`src/rtl/module_display_ctrl.sv`:
```
// -----------------------------------------------------------------------------
// module_display_ctrl
//   Sequences one shared binary-to-BCD decoder between operand A and operand B,
//   stores the four resulting digit codes, and scans them onto a 4-digit
//   common-anode 7-segment display.
//
//   Optional build macro: DISPLAY_LZB_EN
//     defined   -> an in-range operand with a zero tens digit shows a blank tens
//     undefined -> the tens digit is always shown ("05")
//
//   Ports:
//     clk     system clock
//     rst_n   asynchronous active-low reset
//     a_i     operand A (unsigned binary, 8 bit)
//     b_i     operand B (unsigned binary, 8 bit)
//     upd_i   update request, sampled only while idle
//     busy_o  high while a conversion sequence runs (registered)
//     done_o  one-cycle pulse once both operands are captured (registered)
//     an_o    digit anodes, active-low one-hot: [3]=A tens [2]=A units
//             [1]=B tens [0]=B units
//     seg_o   segments gfedcba, active-low
// -----------------------------------------------------------------------------

// Combinational binary-to-BCD split for values 0..99. Outputs for inputs above
// 99 are don't-care; the controller substitutes dashes for those.
module module_decobinabcd (
   input  logic [7:0] b,
   output logic [3:0] dec,
   output logic [3:0] uni
);
   always_comb begin
      dec = 4'd0;
      for (int t = 1; t <= 9; t++) begin
         if (b >= 8'(t * 10)) dec = 4'(t);
      end
      uni = 4'(b - (8'(dec) * 8'd10));
   end
endmodule

module module_display_ctrl #(
   parameter int REFRESH_DIV = 27000
) (
   input  logic       clk,
   input  logic       rst_n,
   input  logic [7:0] a_i,
   input  logic [7:0] b_i,
   input  logic       upd_i,
   output logic       busy_o,
   output logic       done_o,
   output logic [3:0] an_o,
   output logic [6:0] seg_o
);
   localparam int RC_W = (REFRESH_DIV > 1) ? $clog2(REFRESH_DIV) : 1;

   localparam logic [3:0] CODE_DASH  = 4'hA;
   localparam logic [3:0] CODE_BLANK = 4'hF;

   typedef enum logic [1:0] {IDLE, SEL_A, SEL_B} state_t;

   state_t           state_q, state_d;
   logic [7:0]       sha_q, sha_d;
   logic [7:0]       shb_q, shb_d;
   logic [3:0][3:0]  dig_q, dig_d;      // dig_q[3..0] = d3..d0
   logic [RC_W-1:0]  rc_q, rc_d;
   logic [1:0]       di_q, di_d;
   logic [3:0]       an_q, an_d;
   logic [6:0]       seg_q, seg_d;
   logic             busy_q, busy_d;
   logic             done_q, done_d;

   logic [7:0]       dec_in;
   logic [3:0]       dec_tens, dec_units;
   logic [3:0]       tens_code, units_code;
   logic             rc_wrap;

   function automatic logic [6:0] seg_pattern(input logic [3:0] code);
      case (code)
         4'd0:    return 7'b1000000;
         4'd1:    return 7'b1111001;
         4'd2:    return 7'b0100100;
         4'd3:    return 7'b0110000;
         4'd4:    return 7'b0011001;
         4'd5:    return 7'b0010010;
         4'd6:    return 7'b0000010;
         4'd7:    return 7'b1111000;
         4'd8:    return 7'b0000000;
         4'd9:    return 7'b0010000;
         4'hA:    return 7'b0111111;
         default: return 7'b1111111;
      endcase
   endfunction

   // The single decoder sees operand B only while SEL_B; otherwise operand A.
   assign dec_in = (state_q == SEL_B) ? shb_q : sha_q;

   module_decobinabcd u_dec (
      .b   (dec_in),
      .dec (dec_tens),
      .uni (dec_units)
   );

   // NOTE: every signal assigned in an always_comb gets a default first, so no
   // path leaves it unassigned and no latch is inferred.
   always_comb begin
      tens_code  = dec_tens;
      units_code = dec_units;
      if (dec_in > 8'd99) begin
         tens_code  = CODE_DASH;
         units_code = CODE_DASH;
      end
`ifdef DISPLAY_LZB_EN
      else if (dec_tens == 4'd0) begin
         tens_code = CODE_BLANK;
      end
`else
`endif
   end

   always_comb begin
      state_d = state_q;
      sha_d   = sha_q;
      shb_d   = shb_q;
      dig_d   = dig_q;
      done_d  = 1'b0;
      case (state_q)
         IDLE: begin
            if (upd_i) begin
               sha_d   = a_i;
               shb_d   = b_i;
               state_d = SEL_A;
            end
         end
         SEL_A: begin
            dig_d[3] = tens_code;
            dig_d[2] = units_code;
            state_d  = SEL_B;
         end
         SEL_B: begin
            dig_d[1] = tens_code;
            dig_d[0] = units_code;
            state_d  = IDLE;
            done_d   = 1'b1;
         end
         default: state_d = IDLE;
      endcase
      busy_d = (state_d != IDLE);

      // Free-running scan; the display registers are computed from next-state
      // values so a digit capture shows up on the same edge it is stored.
      rc_wrap = (rc_q == RC_W'(REFRESH_DIV - 1));
      rc_d    = rc_wrap ? '0 : rc_q + 1'b1;
      di_d    = rc_wrap ? di_q + 2'd1 : di_q;
      an_d    = ~(4'b0001 << di_d);
      seg_d   = seg_pattern(dig_d[di_d]);
   end

   // NOTE: sequential state uses non-blocking assignments only, and every
   // register (including the digit bank) has an explicit async reset value.
   always_ff @(posedge clk or negedge rst_n) begin
      if (!rst_n) begin
         state_q <= IDLE;
         sha_q   <= '0;
         shb_q   <= '0;
         dig_q   <= {4{CODE_BLANK}};
         rc_q    <= '0;
         di_q    <= '0;
         an_q    <= 4'b1110;
         seg_q   <= 7'b1111111;
         busy_q  <= 1'b0;
         done_q  <= 1'b0;
      end else begin
         state_q <= state_d;
         sha_q   <= sha_d;
         shb_q   <= shb_d;
         dig_q   <= dig_d;
         rc_q    <= rc_d;
         di_q    <= di_d;
         an_q    <= an_d;
         seg_q   <= seg_d;
         busy_q  <= busy_d;
         done_q  <= done_d;
      end
   end

   assign busy_o = busy_q;
   assign done_o = done_q;
   assign an_o   = an_q;
   assign seg_o  = seg_q;
endmodule

```
`config.mk`:
```
export PLATFORM = sky130hd
export DESIGN_NAME = module_display_ctrl
export DESIGN_NICKNAME = d
export VERILOG_FILES = /design/src/rtl/module_display_ctrl.sv
export SDC_FILE = /design/constraint.sdc
export NUM_CORES = 1
export LEC_CHECK = 0
export ABC_CLOCK_PERIOD_IN_PS = 5000
export BUFFER_PORTS_ARGS = -buffer_cell sky130_fd_sc_hd__buf_4
export CORE_ASPECT_RATIO = 0.6
export CORE_MARGIN = 2
export CORE_UTILIZATION = 42
export DETAILED_ROUTE_END_ITERATION = 8
export MAX_ROUTING_LAYER = met4
export PLACE_DENSITY_LB_ADDON = 0.15
export SLEW_MARGIN = 40
export SYNTH_ARGS = -nofsm -noshare
export SYNTH_HDL_FRONTEND = slang
export SYNTH_SLANG_ARGS = --single-unit
```
`constraint.sdc`:
```
create_clock -name clk -period 5 [get_ports clk]
set_clock_uncertainty 0.2 [all_clocks]
set_input_delay 1 -clock clk [delete_from_list [all_inputs] [get_ports clk]]
set_output_delay 1 -clock clk [all_outputs]
set_load 0.03 [all_outputs]
```
# == Yosys cells after proc, flatten, opt, wreduce, memory -nomap -nowiden ==
# Memory sizes are Yosys's and may differ from the RTL's. A register that Yosys moved wholly into a read port is not among the register bits.
# Index checks and enable logic that the tools add are counted.
# totals
mem_bits_ro,112
output_inout_bits,13
ramBits,0
latchBits,0
memories,1
wordCells,58
in_bits,19
ff_bits,57
# op_classes
n_div,0
eq_ne,3
multipliers,1
mux,21
bitwise,1
addsub,3
reduce_logical,4
magnitude_cmp,11
shifts,1
# mem_list
memory,depth,width,read_ports,rd_clocked_by_memory_dff,wr,line,rtl
(name not given),16,7,1,1,0,77,case (code)
# op_table
cell,count
8-bit by 6-bit >= comparator with 1-bit output (second input constant),3
8-bit by 7-bit >= comparator with 1-bit output (second input constant),3
8-bit two-way mux,3
4-bit two-way mux,5
8-bit by 5-bit >= comparator with 1-bit output (second input constant),2
15-bit by 1-bit adder with 15-bit output (second input constant),1
15-bit equality test (second input constant),1
15-bit two-way mux,1
3-bit two-way mux,4
4-bit binary-select mux with 2-bit select,1
8-bit by 4-bit >= comparator with 1-bit output (second input constant),1
8-bit by 7-bit greater-than comparator with 1-bit output (second input constant),1
2-bit two-way mux,4
4-bit by 3-bit multiplier with 3-bit output (second input constant),1
4-bit inverter,1
2-bit case mux with 2 select lines,1
1-bit by 2-bit << shifter with 4-bit output (first input constant),1
4-bit subtractor,1
2-bit by 3-bit less-than comparator with 1-bit output (second input constant),1
2-bit by 1-bit adder with 2-bit output (second input constant),1
2-bit by 1-bit equality test with 1-bit output (second input constant),1
2-bit equality test (second input constant),1
2-bit zero test,1
1-bit two-way mux,2
3 further kinds,3

# == Depth between registers and ports, before layout ==
# depth
depth_word,18
ltp_mapped,19
depth_no_buf,16

# == Modules after synthesis ==
# From an unflattened synthesis, not the netlist that was laid out.
# unflattened
hier_cells,336
area_unflattened_um2,3503.4
# modules_own_cells
module,seq_area_each_um2,n_inst,cells_per_inst,area_per_inst_um2
module_display_ctrl,1634.1,1,295,3226.8
module_decobinabcd,0.0,1,41,276.5

# == Worst setup path before layout ==
# Ideal clock, no wire load.
# synth_path
kind,flip-flop to flip-flop
startpoint,register state_q[0]
endpoint,register seg_q[6] (netlist: seg_o[6])
period_less_slack_ns,3.867
setup_ns,0.081
path_slack_ns,1.133
path_buffers,1
path_stages_with_launch,18
arrival_time_ns,3.586
required_ns,4.719
path_cell_list,dfrtp_1 -> nand2b_4 -> inv_2 -> buf_6 -> or3_1 -> a22oi_2 -> o31ai_2 -> o211ai_4 -> ha_1 -> inv_1 -> fa_1 -> xor2_1 -> a21oi_1 -> o211ai_1 -> mux2i_1 -> o22a_1 -> or4_1 -> a32oi_1
# synth_via
elab_chain_cells,18
elab_cells_between_ends,30
classes_between,add/sub (1); mul (1); order compare (10); eq/ne (2); mux (16)
# synth_lines
element,line,rtl
"start, declared",60,"state_t state_q, state_d;"
"start signal, assigned",172,state_q <= state_d;
2-bit equality test,"94, 125",
8-bit two-way mux,94,assign dec_in = (state_q == SEL_B) ? shb_q : sha_q;
8-bit by 4-bit >= comparator with 1-bit output,34,if (b >= 8'(t * 10)) dec = 4'(t);
1-bit two-way mux,34,
2-bit two-way mux (2 in series),34,
3-bit two-way mux (4 in series),34,
4-bit two-way mux (2 in series),34,
4-bit by 3-bit multiplier with 3-bit output,36,uni = 4'(b - (8'(dec) * 8'd10));
4-bit subtractor,36,
4-bit two-way mux,107,if (dec_in > 8'd99) begin
8-bit two-way mux,125,case (state_q)
4-bit binary-select mux with 2-bit select *,154,seg_d = seg_pattern(dig_d[di_d]);
4-bit two-way mux (not written as such) *,154,
"end, declared",67,"logic [6:0] seg_q, seg_d;"
# Mark *: on every way between the ends. The rest lies on a longest branch, timed or not. The select of a mux whose other input is x is not followed.
# A chain may end at the register's enable or synchronous reset.

# == Worst setup path in the final report ==
# layout_path
startpoint,register state_q[0]
endpoint,register seg_q[1] (netlist: seg_o[1])
# Same word-level chain as after synthesis.

==> run metrics <==
status=finished, final reports clean; post-layout min period=4.53 ns; dpl cells=about 450; PwrDens=530 mW/mm²; Hold Vio Cnt, Final=0; ANT nets after route=0; Via Count=2,543; antenna violations before repair=0; dominant cell by count in the synthesized netlist=dfrtp_1; Yosys top cell area share=27.8%; vias in the first global route=2,462; DR WL/cell=16.3 µm; CP max stage delay=a little over 0.5 ns; Synth Net Count=between 300 and 400; CTS root buf=clkbuf_16; first-pass GRT wire length=13,100 µm; first-pass iteration count of the detailed router=4; Vias/cell=5.47; leading area contributor after synthesis=dfrtp_1; Total GRT Usage=20.1%; drt total wl=between 7000 and 8000 µm; leak pwr=1.76 nW; Most used DFF post-synth=dfrtp_1; Max Freq=0.221 GHz; switch share=33.4%; unrepaired setup endpoints after global routing=false; Syn Area/Cell=10.8 µm²; reg-to-reg slack, setup=0.47 ns; CTS buffer count=9; die area=about 0.0089 mm²; max_slew headroom=58.5%; Comb power frac=33.1%; type of origin of the critical path=flip-flop; Post-synth EDFFs=0; CP Data Arrival Time=around 4.6 ns; Yosys warning count=0; Slew Viols, Final=0; register share of total power=35.6%; hpwl dp=5330 µm; Req. time, crit path=roughly 5.1 ns; CTS resizes=0; Die X=121 µm; Psw=724 µW; critical path fanouts, max=29; pin count of the biggest net entering global routing=65; Crit path top cell by count=a21oi_1; register clock-pin slew on the reported worst setup and hold paths=roughly 0.05 ns; final setup fails=0; ant diodes=0; asr flop ratio synth=100%; H-tree depth=3; Final Cycle Share=90.6%; largest cells by area after synthesis=dfrtp_1 (28%), dfstp_2 (20%), mux2_2 (5.9%); Iteration-0 DRC Markers=slightly below 200; Peak VDD IR=0.220 mV; area growth from synthesis to layout=19.3%; Clk pwr share=31.2%; die height=between 70 and 80 µm; Num Clock Sinks=64; worst hold path type=reg2reg; CP cell instances=nand2b_4 > inv_4 > mux2_2 > a22oi_2 > o31ai_2 > o211ai_4 > ha_1 > inv_1 > fa_1 > xor2_1 > a21oi_1 > o211ai_1 > mux2i_1 > o22a_1 > or3_1 > a21oi_1; clock buffer depth=2; drc violations=0; Setup CP Type=reg2reg; GP Congestion=about 0.84; setup TNS=0 ns; Net count, final=about 380; final global-route overflow total=0; Mapped Cells=318; fraction of layout cells with a size suffix above 1=31.7%; Cell Rows=25; critical path capture point type=flip-flop; Slew @ Worst Pin=0.619 ns; setup bufs post-CTS=0; Initial Util=43.4%; sequential area share after synthesis=47.7%; CTS tree=done; Post-synth top cells=dfrtp_1 (38), nor2_1 (31), nand2_1 (28); # hold bufs at CTS=0; post-synthesis cell area=around 0.0034 mm²; Int Power=1.44 mW; I/O Buffers=31; Seq cells post-synth=64; Core Area=approximately 0.0079 mm²; Max Cap Viol=0; Synth cell types=65; worst skew pair latency=0.33 ns; Slowest-stage cell, CP=or3_1; I/O pins=32; non-filler cells, final=465
==> critical path, delay by kind of cell, from the launching register on <==
kind,cells,cell delay (ns)
AO/OA/AOI/OAI,7,1.22
AND/OR/NAND/NOR,2,0.77
adder cells (fa/ha/maj),2,0.62
multiplexers,2,0.57
flip-flops,1,0.45
buffers and inverters,2,0.36
XOR/XNOR,1,0.24
==> layout make-up <==
type / count / area, µm²
well taps: 108 / 135
clock inverters: 5 / 80.1
repair buffers: 35 / 267
fillers: 752 / 3800
multi-input cells: 229 / 1680
clock buffers: 11 / 243
inverters: 13 / 51.3
flip-flops and latches: 64 / 1630
==> cells in the final DEF (no fill, tap or decap), types with 5 or more instances in the layout <==
cell       instances
a21oi_1            5
a31oi_1            8
ha_1               7
mux2i_1           14
buf_4             34
nand3_1           11
xor2_1            10
xnor2_1            6
dfrtp_1           38
nor2_1            31
inv_1             11
o21ai_0           11
mux2_2            18
clkbuf_16          9
dfstp_2           26
nand2_1           28
o31ai_1            6
==> stage by stage <==
step                utilization (%)  setup slack [ns]  hold slack [ns]  power (mW)  instance area (µm²)
floorplan                         -              1.13            0.251        1.30                 3420
global placement               47.7             0.491            0.262        1.48                 3760
detailed placement             47.7             0.411            0.273        1.48                 3760
global route                   51.8             0.182            0.301        2.30                 4090
CTS                            51.7             0.361            0.283        2.17                 4080
finish                         51.8             0.472            0.279        2.16                 4090
==> sequential cells by signal, indices dropped and copies added, names as in the netlist, 2 cells and up <==
name and flops:
dig_q 16, rc_q 15, sha_q 8, shb_q 8, seg_o 7, an_o 4
di_q 2, state_q 2
==> kinds of logic (layout without fill, tap and decap cells) <==
kind of cell	after synthesis	count (layout)	synth area share [%]
XOR/XNOR	16	16	4.09
adder cells (fa/ha/maj)	8	8	3.14
buffers and inverters	25	64	3.47
multiplexers	33	33	10.7
AND/OR/NAND/NOR	107	107	16.3
AO/OA/AOI/OAI	65	65	14.5
flip-flops	64	64	47.7
==> power by group through the flow <==
| stage | registers [mW] | logic [mW] | clock network [mW] |
|---|---|---|---|
| 2_1_floorplan | 0.803 | 0.495 | 0 |
| 3_3_place_gp | 0.777 | 0.701 | 0 |
| 3_5_place_dp | 0.779 | 0.703 | 0 |
| 4_1_cts | 0.771 | 0.710 | 0.693 |
| 5_1_grt | 0.788 | 0.795 | 0.716 |
| 6_report | 0.772 | 0.717 | 0.676 |
==> worst paths after layout <==
check / depth (start not counted) / endpoint / from
max: 16 / seg_o[1] / state_q[0]
min: 2 / dig_q[14] / dig_q[14]
max reg2reg: 16 / seg_o[1] / state_q[0]
min reg2reg: 2 / dig_q[14] / dig_q[14]
max in group asynchronous: 1 / an_o[0] / rst_n
min in group asynchronous: 1 / shb_q[4] / rst_n
==> per-layer routing <==
metal / GRT usage (%) / share of wire [%] / vias to the layer above
met5: - / 0 / -
met4: 6.46 / 1.2 / 0
met3: 6.13 / 6.8 / 10
met2: 23.9 / 37 / 79
met1: 31.1 / 55 / 1232
li1: - / - / 1222
Note: power is estimated with default switching activity, not from simulation.
